## src/rtl/approx_mul_err_accum_if.sv

```systemverilog
// approx_mul_err_accum_if: sample stream from the multiplier under test
// (operands plus approximate product) with a valid/ready handshake.
interface approx_mul_err_accum_if #(
   parameter int W = 8
);
   logic           in_valid;
   logic           in_ready;
   logic [W-1:0]   x;
   logic [W-1:0]   y;
   logic [2*W-1:0] z;

   modport master (output in_valid, x, y, z, input in_ready);
   modport slave  (input in_valid, x, y, z, output in_ready);
endinterface

```

## src/rtl/approx_mul_err_accum.sv

```systemverilog
// approx_mul_err_accum: recomputes x*y, compares with the approximate product z
// and accumulates error count, error-distance sum and maximum over a programmed run.
module approx_mul_err_accum #(
   parameter int W     = 8,
   parameter int CNT_W = 16,
   parameter int SUM_W = 2*W+CNT_W
) (
   input  logic                 clk,
   input  logic                 rst_n,
   input  logic                 start_i,
   input  logic [CNT_W-1:0]     num_samples_i,
   approx_mul_err_accum_if.slave s_if,
   output logic                 busy_o,
   output logic                 done_o,
   output logic [CNT_W:0]       sample_count_o,
   output logic [CNT_W:0]       err_count_o,
   output logic [SUM_W-1:0]     ed_sum_o,
   output logic [2*W-1:0]       ed_max_o
);
   typedef enum logic [1:0] {IDLE, RUN, DRAIN, DONE} state_t;

   state_t           state_q;
   logic             in_ready_q, busy_q, done_q, drain_q;
   logic [CNT_W:0]   target_q, cnt_q, cnt_d, err_q;
   logic [SUM_W-1:0] sum_q;
   logic [2*W-1:0]   max_q, s1_exact_q, s1_z_q, s2_ed_q, ed_d;
   logic             s1_v_q, s2_v_q, s2_err_q;
   logic             accept, start_clr;

   assign accept    = s_if.in_valid && in_ready_q;
   assign start_clr = start_i && (state_q == IDLE || state_q == DONE);
   assign cnt_d     = cnt_q + (CNT_W+1)'(1);
   assign ed_d      = (s1_exact_q >= s1_z_q) ? s1_exact_q - s1_z_q : s1_z_q - s1_exact_q;

   always_ff @(posedge clk or negedge rst_n) begin
      if (!rst_n) begin
         state_q    <= IDLE;
         in_ready_q <= 1'b0;
         busy_q     <= 1'b0;
         done_q     <= 1'b0;
         drain_q    <= 1'b0;
         target_q   <= '0;
         cnt_q      <= '0;
      end else begin
         case (state_q)
            IDLE, DONE: if (start_i) begin
               state_q    <= RUN;
               in_ready_q <= 1'b1;
               busy_q     <= 1'b1;
               done_q     <= 1'b0;
               // a zero count selects the full 2^CNT_W run length
               target_q   <= {num_samples_i == '0, num_samples_i};
               cnt_q      <= '0;
            end
            RUN: if (accept) begin
               cnt_q <= cnt_d;
               if (cnt_d == target_q) begin
                  state_q    <= DRAIN;
                  in_ready_q <= 1'b0;
                  drain_q    <= 1'b0;
               end
            end
            DRAIN: begin
               drain_q <= 1'b1;
               if (drain_q) begin
                  state_q <= DONE;
                  busy_q  <= 1'b0;
                  done_q  <= 1'b1;
               end
            end
            default: ;
         endcase
      end
   end

   always_ff @(posedge clk or negedge rst_n) begin
      if (!rst_n) begin
         s1_v_q     <= 1'b0;
         s1_exact_q <= '0;
         s1_z_q     <= '0;
         s2_v_q     <= 1'b0;
         s2_ed_q    <= '0;
         s2_err_q   <= 1'b0;
         err_q      <= '0;
         sum_q      <= '0;
         max_q      <= '0;
      end else begin
         s1_v_q     <= accept;
         s1_exact_q <= {{W{1'b0}}, s_if.x} * {{W{1'b0}}, s_if.y};
         s1_z_q     <= s_if.z;
         s2_v_q     <= s1_v_q;
         s2_ed_q    <= ed_d;
         s2_err_q   <= ed_d != '0;
         // the pipeline is empty whenever start is honoured, so clear never races an update
         if (start_clr) begin
            err_q <= '0;
            sum_q <= '0;
            max_q <= '0;
         end else if (s2_v_q) begin
            err_q <= err_q + (CNT_W+1)'(s2_err_q);
            sum_q <= sum_q + SUM_W'(s2_ed_q);
            if (s2_ed_q > max_q) max_q <= s2_ed_q;
         end
      end
   end

   assign s_if.in_ready  = in_ready_q;
   assign busy_o         = busy_q;
   assign done_o         = done_q;
   assign sample_count_o = cnt_q;
   assign err_count_o    = err_q;
   assign ed_sum_o       = sum_q;
   assign ed_max_o       = max_q;
endmodule

```

## src/flat_wrapper.sv

```systemverilog
// flat-port wrapper written by rule: the top's interface ports become plain ports
module approx_mul_err_accum_flat 
#(
   parameter int W     = 8,
   parameter int CNT_W = 16,
   parameter int SUM_W = 2*W+CNT_W
)
  (clk, rst_n, start_i, num_samples_i, busy_o, done_o, sample_count_o, err_count_o, ed_sum_o, ed_max_o, s_if_in_valid, s_if_x, s_if_y, s_if_z, s_if_in_ready);
  approx_mul_err_accum_if #(.W(W)) s_if_i ();
  input  logic clk;
  input  logic rst_n;
  input  logic start_i;
  input  logic [CNT_W-1:0] num_samples_i;
  output logic busy_o;
  output logic done_o;
  output logic [CNT_W:0] sample_count_o;
  output logic [CNT_W:0] err_count_o;
  output logic [SUM_W-1:0] ed_sum_o;
  output logic [2*W-1:0] ed_max_o;
  input wire logic [$bits(s_if_i.in_valid)-1:0] s_if_in_valid;
  input wire logic [$bits(s_if_i.x)-1:0] s_if_x;
  input wire logic [$bits(s_if_i.y)-1:0] s_if_y;
  input wire logic [$bits(s_if_i.z)-1:0] s_if_z;
  output wire logic [$bits(s_if_i.in_ready)-1:0] s_if_in_ready;
  assign s_if_i.in_valid = s_if_in_valid;
  assign s_if_i.x = s_if_x;
  assign s_if_i.y = s_if_y;
  assign s_if_i.z = s_if_z;
  assign s_if_in_ready = s_if_i.in_ready;
  approx_mul_err_accum #(.W(W), .CNT_W(CNT_W), .SUM_W(SUM_W)) u_core (.clk(clk), .rst_n(rst_n), .start_i(start_i), .num_samples_i(num_samples_i), .s_if(s_if_i), .busy_o(busy_o), .done_o(done_o), .sample_count_o(sample_count_o), .err_count_o(err_count_o), .ed_sum_o(ed_sum_o), .ed_max_o(ed_max_o));
endmodule
```

## config.mk

```make
export PLATFORM = sky130hd
export DESIGN_NAME = approx_mul_err_accum_flat
export DESIGN_NICKNAME = d
export VERILOG_FILES = /design/src/rtl/approx_mul_err_accum_if.sv /design/src/rtl/approx_mul_err_accum.sv /design/src/flat_wrapper.sv
export SDC_FILE = /design/constraint.sdc
export NUM_CORES = 1
export LEC_CHECK = 0
export CORE_UTILIZATION = 25
export DETAILED_ROUTE_END_ITERATION = 12
export GPL_ROUTABILITY_DRIVEN = 0
export RECOVER_POWER = 100
export SYNTH_ARGS = -nofsm -noshare
export SYNTH_HDL_FRONTEND = slang
export SYNTH_SLANG_ARGS = --single-unit
```

## constraint.sdc

```tcl
create_clock -name clk -period 7.6 [get_ports clk]
set_input_delay 1.14 -clock clk [delete_from_list [all_inputs] [get_ports clk]]
set_output_delay 1.14 -clock clk [all_outputs]
set_load 0.05 [all_outputs]
```

; Word-level counts from Yosys, hierarchy flattened
; Index checks and enable logic that the tools add are counted.
; W data, S select, Z words.
[word_totals]
register_bits = 156
latch_bits = 0
mem_bits_rw = 0
romBits = 0
out_inout_bits = 85
n_memories = 0
[op_classes]
n_addsub = 5
n_mul = 1
n_div = 0
n_lt_le_gt_ge = 2
eq_ne = 8
shift = 0
mux = 26
bitwise = 0
reduce_logical = 19
[ops]
columns = cell, count
row1 = $mux W17, 4
row2 = $mux W16, 4
row3 = $mux W32, 2
row4 = $pmux W17 S2, 1
row5 = $add A32 B16 Y32, 1
row6 = $sub A16 B16 Y16, 2
row7 = $add A17 B1 Y17, 1
row8 = $add A17 B1 Y17 const B, 1
row9 = $eq A17 B17 Y1, 1
row10 = $ge A16 B16 Y1, 1
row11 = $gt A16 B16 Y1, 1
row12 = $logic_not A16 Y1, 1
row13 = $mul A8 B8 Y16, 1
row14 = $reduce_bool A16 Y1, 1
row15 = $reduce_bool A2 Y1, 5
row16 = $reduce_and A3 Y1, 3
row17 = $mux W2, 4
row18 = $pmux W1 S2, 4
row19 = $reduce_and A4 Y1, 2
row20 = $mux W1, 6
row21 = $ne A2 B1 Y1 const B, 3
row22 = $pmux W2 S3, 1
row23 = $eq A2 B2 Y1 const B, 2
row24 = $reduce_and A2 Y1, 2
row25 = 6 further kinds, 7

; Longest topological paths before layout
[logic_depth]
depth_word = 5
ltp_mapped = 19

; Least setup slack after synthesis
; Ideal clock, no wire load.
[synth_timing]
path_type = input port to flip-flop
start = input s_if_y[4]
end = register u_core.s1_exact_q[15]
setup_ns = 0.125
arrival_time_ns = 4.952
required_ns = 7.475
setup_slack_ns = 2.523
path_stages = 16
n_path_buf = 0
cell_sequence = and2_1 > fa_1 > fa_1 > inv_1 > fa_1 > fa_1 > inv_1 > ha_1 > o21ai_0 > a21boi_1 > o21ai_0 > nand2b_1 > a21o_1 > a41o_1 > o41a_1 > xnor2_1
[synth_via]
elab_chain_len = 1
[synth_lines]
columns = item, line_no
row1 = "start, declared", flat_wrapper.sv:22  ; input wire logic [$bits(s_if_i.y)-1:0] s_if_y;
row2 = $mul A8 B8 Y16, approx_mul_err_accum.sv:89  ; s1_exact_q <= {{W{1'b0}}, s_if.x} * {{W{1'b0}}, s_if.y};
row3 = "end signal, assigned", approx_mul_err_accum.sv:89
row4 = "end, declared", approx_mul_err_accum.sv:26  ; logic [2*W-1:0] max_q, s1_exact_q, s1_z_q, s2_ed_q, ed_d;
; Every way passes these cells.
; A chain may end at the register's enable or synchronous reset.

; Worst setup path after layout
[layout_timing]
start = input s_if_y[3]
end = register u_core.s1_exact_q[15]
; The elaborated chain is that of the path after synthesis.

==> flow_summary.yaml <==
finish:
  synthToLayoutAreaGrowth_pct: 21.7
  final_layout_size_suffix_gt1_share_pct: 3.53
  num_antenna_cells: 0
  fillers: 4762
  layout.nets: 1571
  fin_area_mm2: 0.0140
cts:
  root_buffer: "clkbuf_16"
  cts_buffers: 17
  post_cts_buffers: 0
  postCtsResizedCells: 0
  clk_pin_slew_worst_paths_ns: 0.07
  clkLatencyLatePin_ns: 0.44
  cts_buffer_depth: 2
  cts_tree: "built"
  numClockSinks: 156
  cts_hold_buf: 0
  ctsHtreeMaxLevel: 4
synthesis:
  synth-seq-area-share_pct: 34.0
  ys_async_sr_fraction_pct: 100
  synth_warnings: 0
  netlist.area_leader.share_pct: 34.0
  synth-seq-cells: 156
  yosys.area.top_type: "dfrtp_1"
  synth_edf_count: 0
  synth_area_mm2: 0.0115
  syn_inst: 1259
  synthTopCellsByArea: "dfrtp_1 (34%), ha_1 (11%), fa_1 (6.8%)"
  syn_area_per_cell_um2: 9.11
  synth_fp_nets: 1455
  synth_ff_type: "dfrtp_1"
  synth.distinct_cells: 71
worst_setup_path:
  path_class: "in2reg"
  r2r_setup_slack_ns: 3.12
  cp_num_buf_inv: 3
  cp_top_family: "adder cells"
  path_cells: "dlygate4sd3_1 -> and2_0 -> fa_1 -> fa_1 -> inv_1 -> fa_1 -> fa_1 -> inv_1 -> ha_1 -> o21ai_0 -> a21boi_0 -> o21ai_0 -> nand2b_1 -> a21o_1 -> a41o_1 -> o41a_1 -> xnor2_1"
  reg2reg_to: "u_core.target_q[10]"
  cp_slowest_cell: "dlygate4sd3_1"
  worstPathArrival_ns: 5.87
  cp-end-kind: "flop"
  reg2reg_from: "u_core.state_q[0]"
  rr_worst_depth: 6
  max_stage_delay_ns: 0.65
  cp-start-kind: "primary input"
  worst_path_most_repeated_cell: "fa_1"
  path_max_fanout: 8
  crit_required_ns: 7.91
hold_path:
  holdCritStartpoint: "u_core.s1_v_q"
  whs_path_depth: 0
  min_to: "u_core.s2_v_q"
  hp-class: "reg2reg"
sta:
  timing.fmax_mhz: 180
  rsz0062_at_grt: "false"
  fin_tns_setup_ns: 0
  finalCriticalPeriod_ns: 5.57
  min_period_over_period_pct: 73.2
  worst_slew_pin_slew_ns: 3.79
  hold_viol: 0
  skew_ns: 0.0183
  max_slew_margin_pct: -153
  setup_violations: 0
  final_max_slew_viol_count: 141
detailed_routing:
  dr.pass1.iters: 5
  drt-initial-drc-count: 516
  wl_per_cell_um: 14.4
  drcViolationCount: 0
  vias: 9261
  vias_per_cell: 4.66
  ant_nets: 0
  wl_um: 28700
run:
  max_cap_viol_count: 2
pwr:
  p_leak_nw: 6.70
  power_density_mw_per_mm2: 361
  p_sw_w: 0.00237
  ir_drop_mv: 0.208
  internal_power_w: 0.00267
  power.share.combinational_pct: 57.6
  swShare_pct: 47.1
  clockPowerShare_pct: 17.0
  p_seq_share_pct: 25.3
die:
  coreArea_mm2: 0.0453
  dieWidth_um: 216
  start_util_pct: 25.3
  die_area_mm2: 0.0467
  ios: 137
  rows: 78
  fp.dieH_um: 216
place:
  dp.final_hpwl_um: 22100
  post_dp_cell_area_mm2: 0.0134
  io_buffers: 136
global_route:
  grt.busiest_layer: "met2"
  gr-usage-met3_pct: 3.06
  grt_util_met2_pct: 21.6
  grt_util_met1_pct: 15.7
  antenna_found_initial: 4
  grt_max_degree: 99
  grt_usage_pct: 12.5
  grt_pass1_vias: 9065
  globalRouteOverflowTotal: 0
  grt_pass1_wl_um: 46800
outcome:
  failed_checks: "max-capacitance violations, max-slew violations"
  outcome: "complete, but fails checks"
## Yosys cell counts, drive strengths merged (3+ instances only)
cell type and number:
and4 6, or4 5, nor2b 13, nor3 28, xnor2 32, nand2b 9, nand3b 4, and3 9
o21ai 59, o2111ai 4, a311oi 4, nor4 8, xor2 39, nor2 92, nor3b 3, mux2i 36
buf 16, dfrtp 156, a22o 15, mux2 3, o31a 4, nand3 24, ha 105, and2 51
fa 39, o21a 12, a21oi 61, inv 128, nand4 26, a211oi 7, a31oi 5, o211ai 10
a21boi 3, clkbuf 27, or2 8, nand2 136, o21bai 4, or3 17, a21o 23
## cells by family after synthesis
logic type	Yosys count	synth area share [%]
buffers and inverters	171	5.90
AOI/OAI and AO/OA	233	13.6
adders and majority gates	144	18.3
and+or+nand+nor	445	19.3
muxes	39	3.44
DFF	156	34.0
xor gates and xnor gates	71	5.42
## layout by cell type, fill, tap and decap left out, drive strengths merged, types with 12 or more instances in the layout
cell | netlist | final
xnor2 | 32 | 32
clkdlybuf4s50 | 0 | 30
nand4 | 26 | 26
or3 | 17 | 17
a22o | 15 | 15
dfrtp | 156 | 156
a21o | 23 | 23
inv | 128 | 130
nor2b | 13 | 13
nand2 | 136 | 136
xor2 | 39 | 39
o21a | 12 | 12
fa | 39 | 39
mux2i | 36 | 36
dlygate4sd3 | 0 | 105
nand3 | 24 | 24
clkbuf | 27 | 23
o21ai | 59 | 59
and2 | 51 | 51
a21oi | 61 | 61
nor3 | 28 | 28
ha | 105 | 105
nor2 | 92 | 92
## worst max-delay path by stage
stage | start | to | slack (ns) | cells past startpoint
after global placement | s_if_y[4] | u_core.s1_exact_q[15] | 1.72 | 17
after floorplan | s_if_y[4] | u_core.s1_exact_q[15] | 2.52 | 16
after global routing | s_if_y[3] | u_core.s1_exact_q[15] | 1.79 | 17
after CTS | s_if_y[7] | u_core.s1_exact_q[15] | 2.15 | 17
after detailed placement | s_if_y[7] | u_core.s1_exact_q[15] | 1.68 | 17
final | s_if_y[3] | u_core.s1_exact_q[15] | 2.03 | 17
## flip-flops by register name, summed over array words and instances (netlist names)
name / cells
u_core.busy_o: 1
u_core.done_o: 1
u_core.drain_q: 1
u_core.ed_max_o: 16
u_core.ed_sum_o: 32
u_core.err_count_o: 17
u_core.s1_exact_q: 16
u_core.s1_v_q: 1
u_core.s1_z_q: 16
u_core.s2_ed_q: 16
u_core.s2_err_q: 1
u_core.s2_v_q: 1
u_core.s_if.in_ready: 1
u_core.sample_count_o: 17
u_core.state_q: 2
u_core.target_q: 17
## area by class of cell
cell class	count	area (um2)	area share, %
well taps	600	751	5.38
repair buffers	140	1380	9.90
clock inverters	12	140	1.00
multi-input cells	932	6860	49.1
flip-flops and latches	156	3900	28.0
clock buffers	20	447	3.20
inverters	128	480	3.44
## worst reg2reg max path: cells and delay by family (launching register included)
kind,cells,cell delay [ns]
DFF,1,0.37
buffers and inverters,2,2.73
and+or+nand+nor,3,0.86
adders and majority gates,1,0.43
## per-layer routing
layer	up-vias	wire (um)	part of all wire [%]
li1	4549	-	-
met3	17	1380	4.8
met4	8	202	0.70
met5	-	55	0.19
met1	4526	13000	45
met2	161	14000	49
## power groups by stage
stage               combinational, W  clock (W)  sequential (W)
floorplan                    0.00194          0         0.00153
global placement             0.00292          0         0.00129
detailed placement           0.00297          0         0.00130
CTS                          0.00298   0.000888         0.00128
global route                 0.00325   0.000924         0.00131
finish                       0.00290   0.000859         0.00128
## stage by stage
step                worst slack (ns)  power [W]  utilization, %  hold WS [ns]  std cells
global placement                1.72    0.00420            29.6         0.340       1956
global route                    1.79    0.00549            30.8         0.368       1988
finish                          2.03    0.00504            30.8         0.364       1988
CTS                             2.15    0.00515            30.9         0.369       1988
detailed placement              1.68    0.00426            29.6         0.346       1956
floorplan                       2.52    0.00347               -         0.331       1259
No activity file was read; power rests on OpenSTA's default activity.
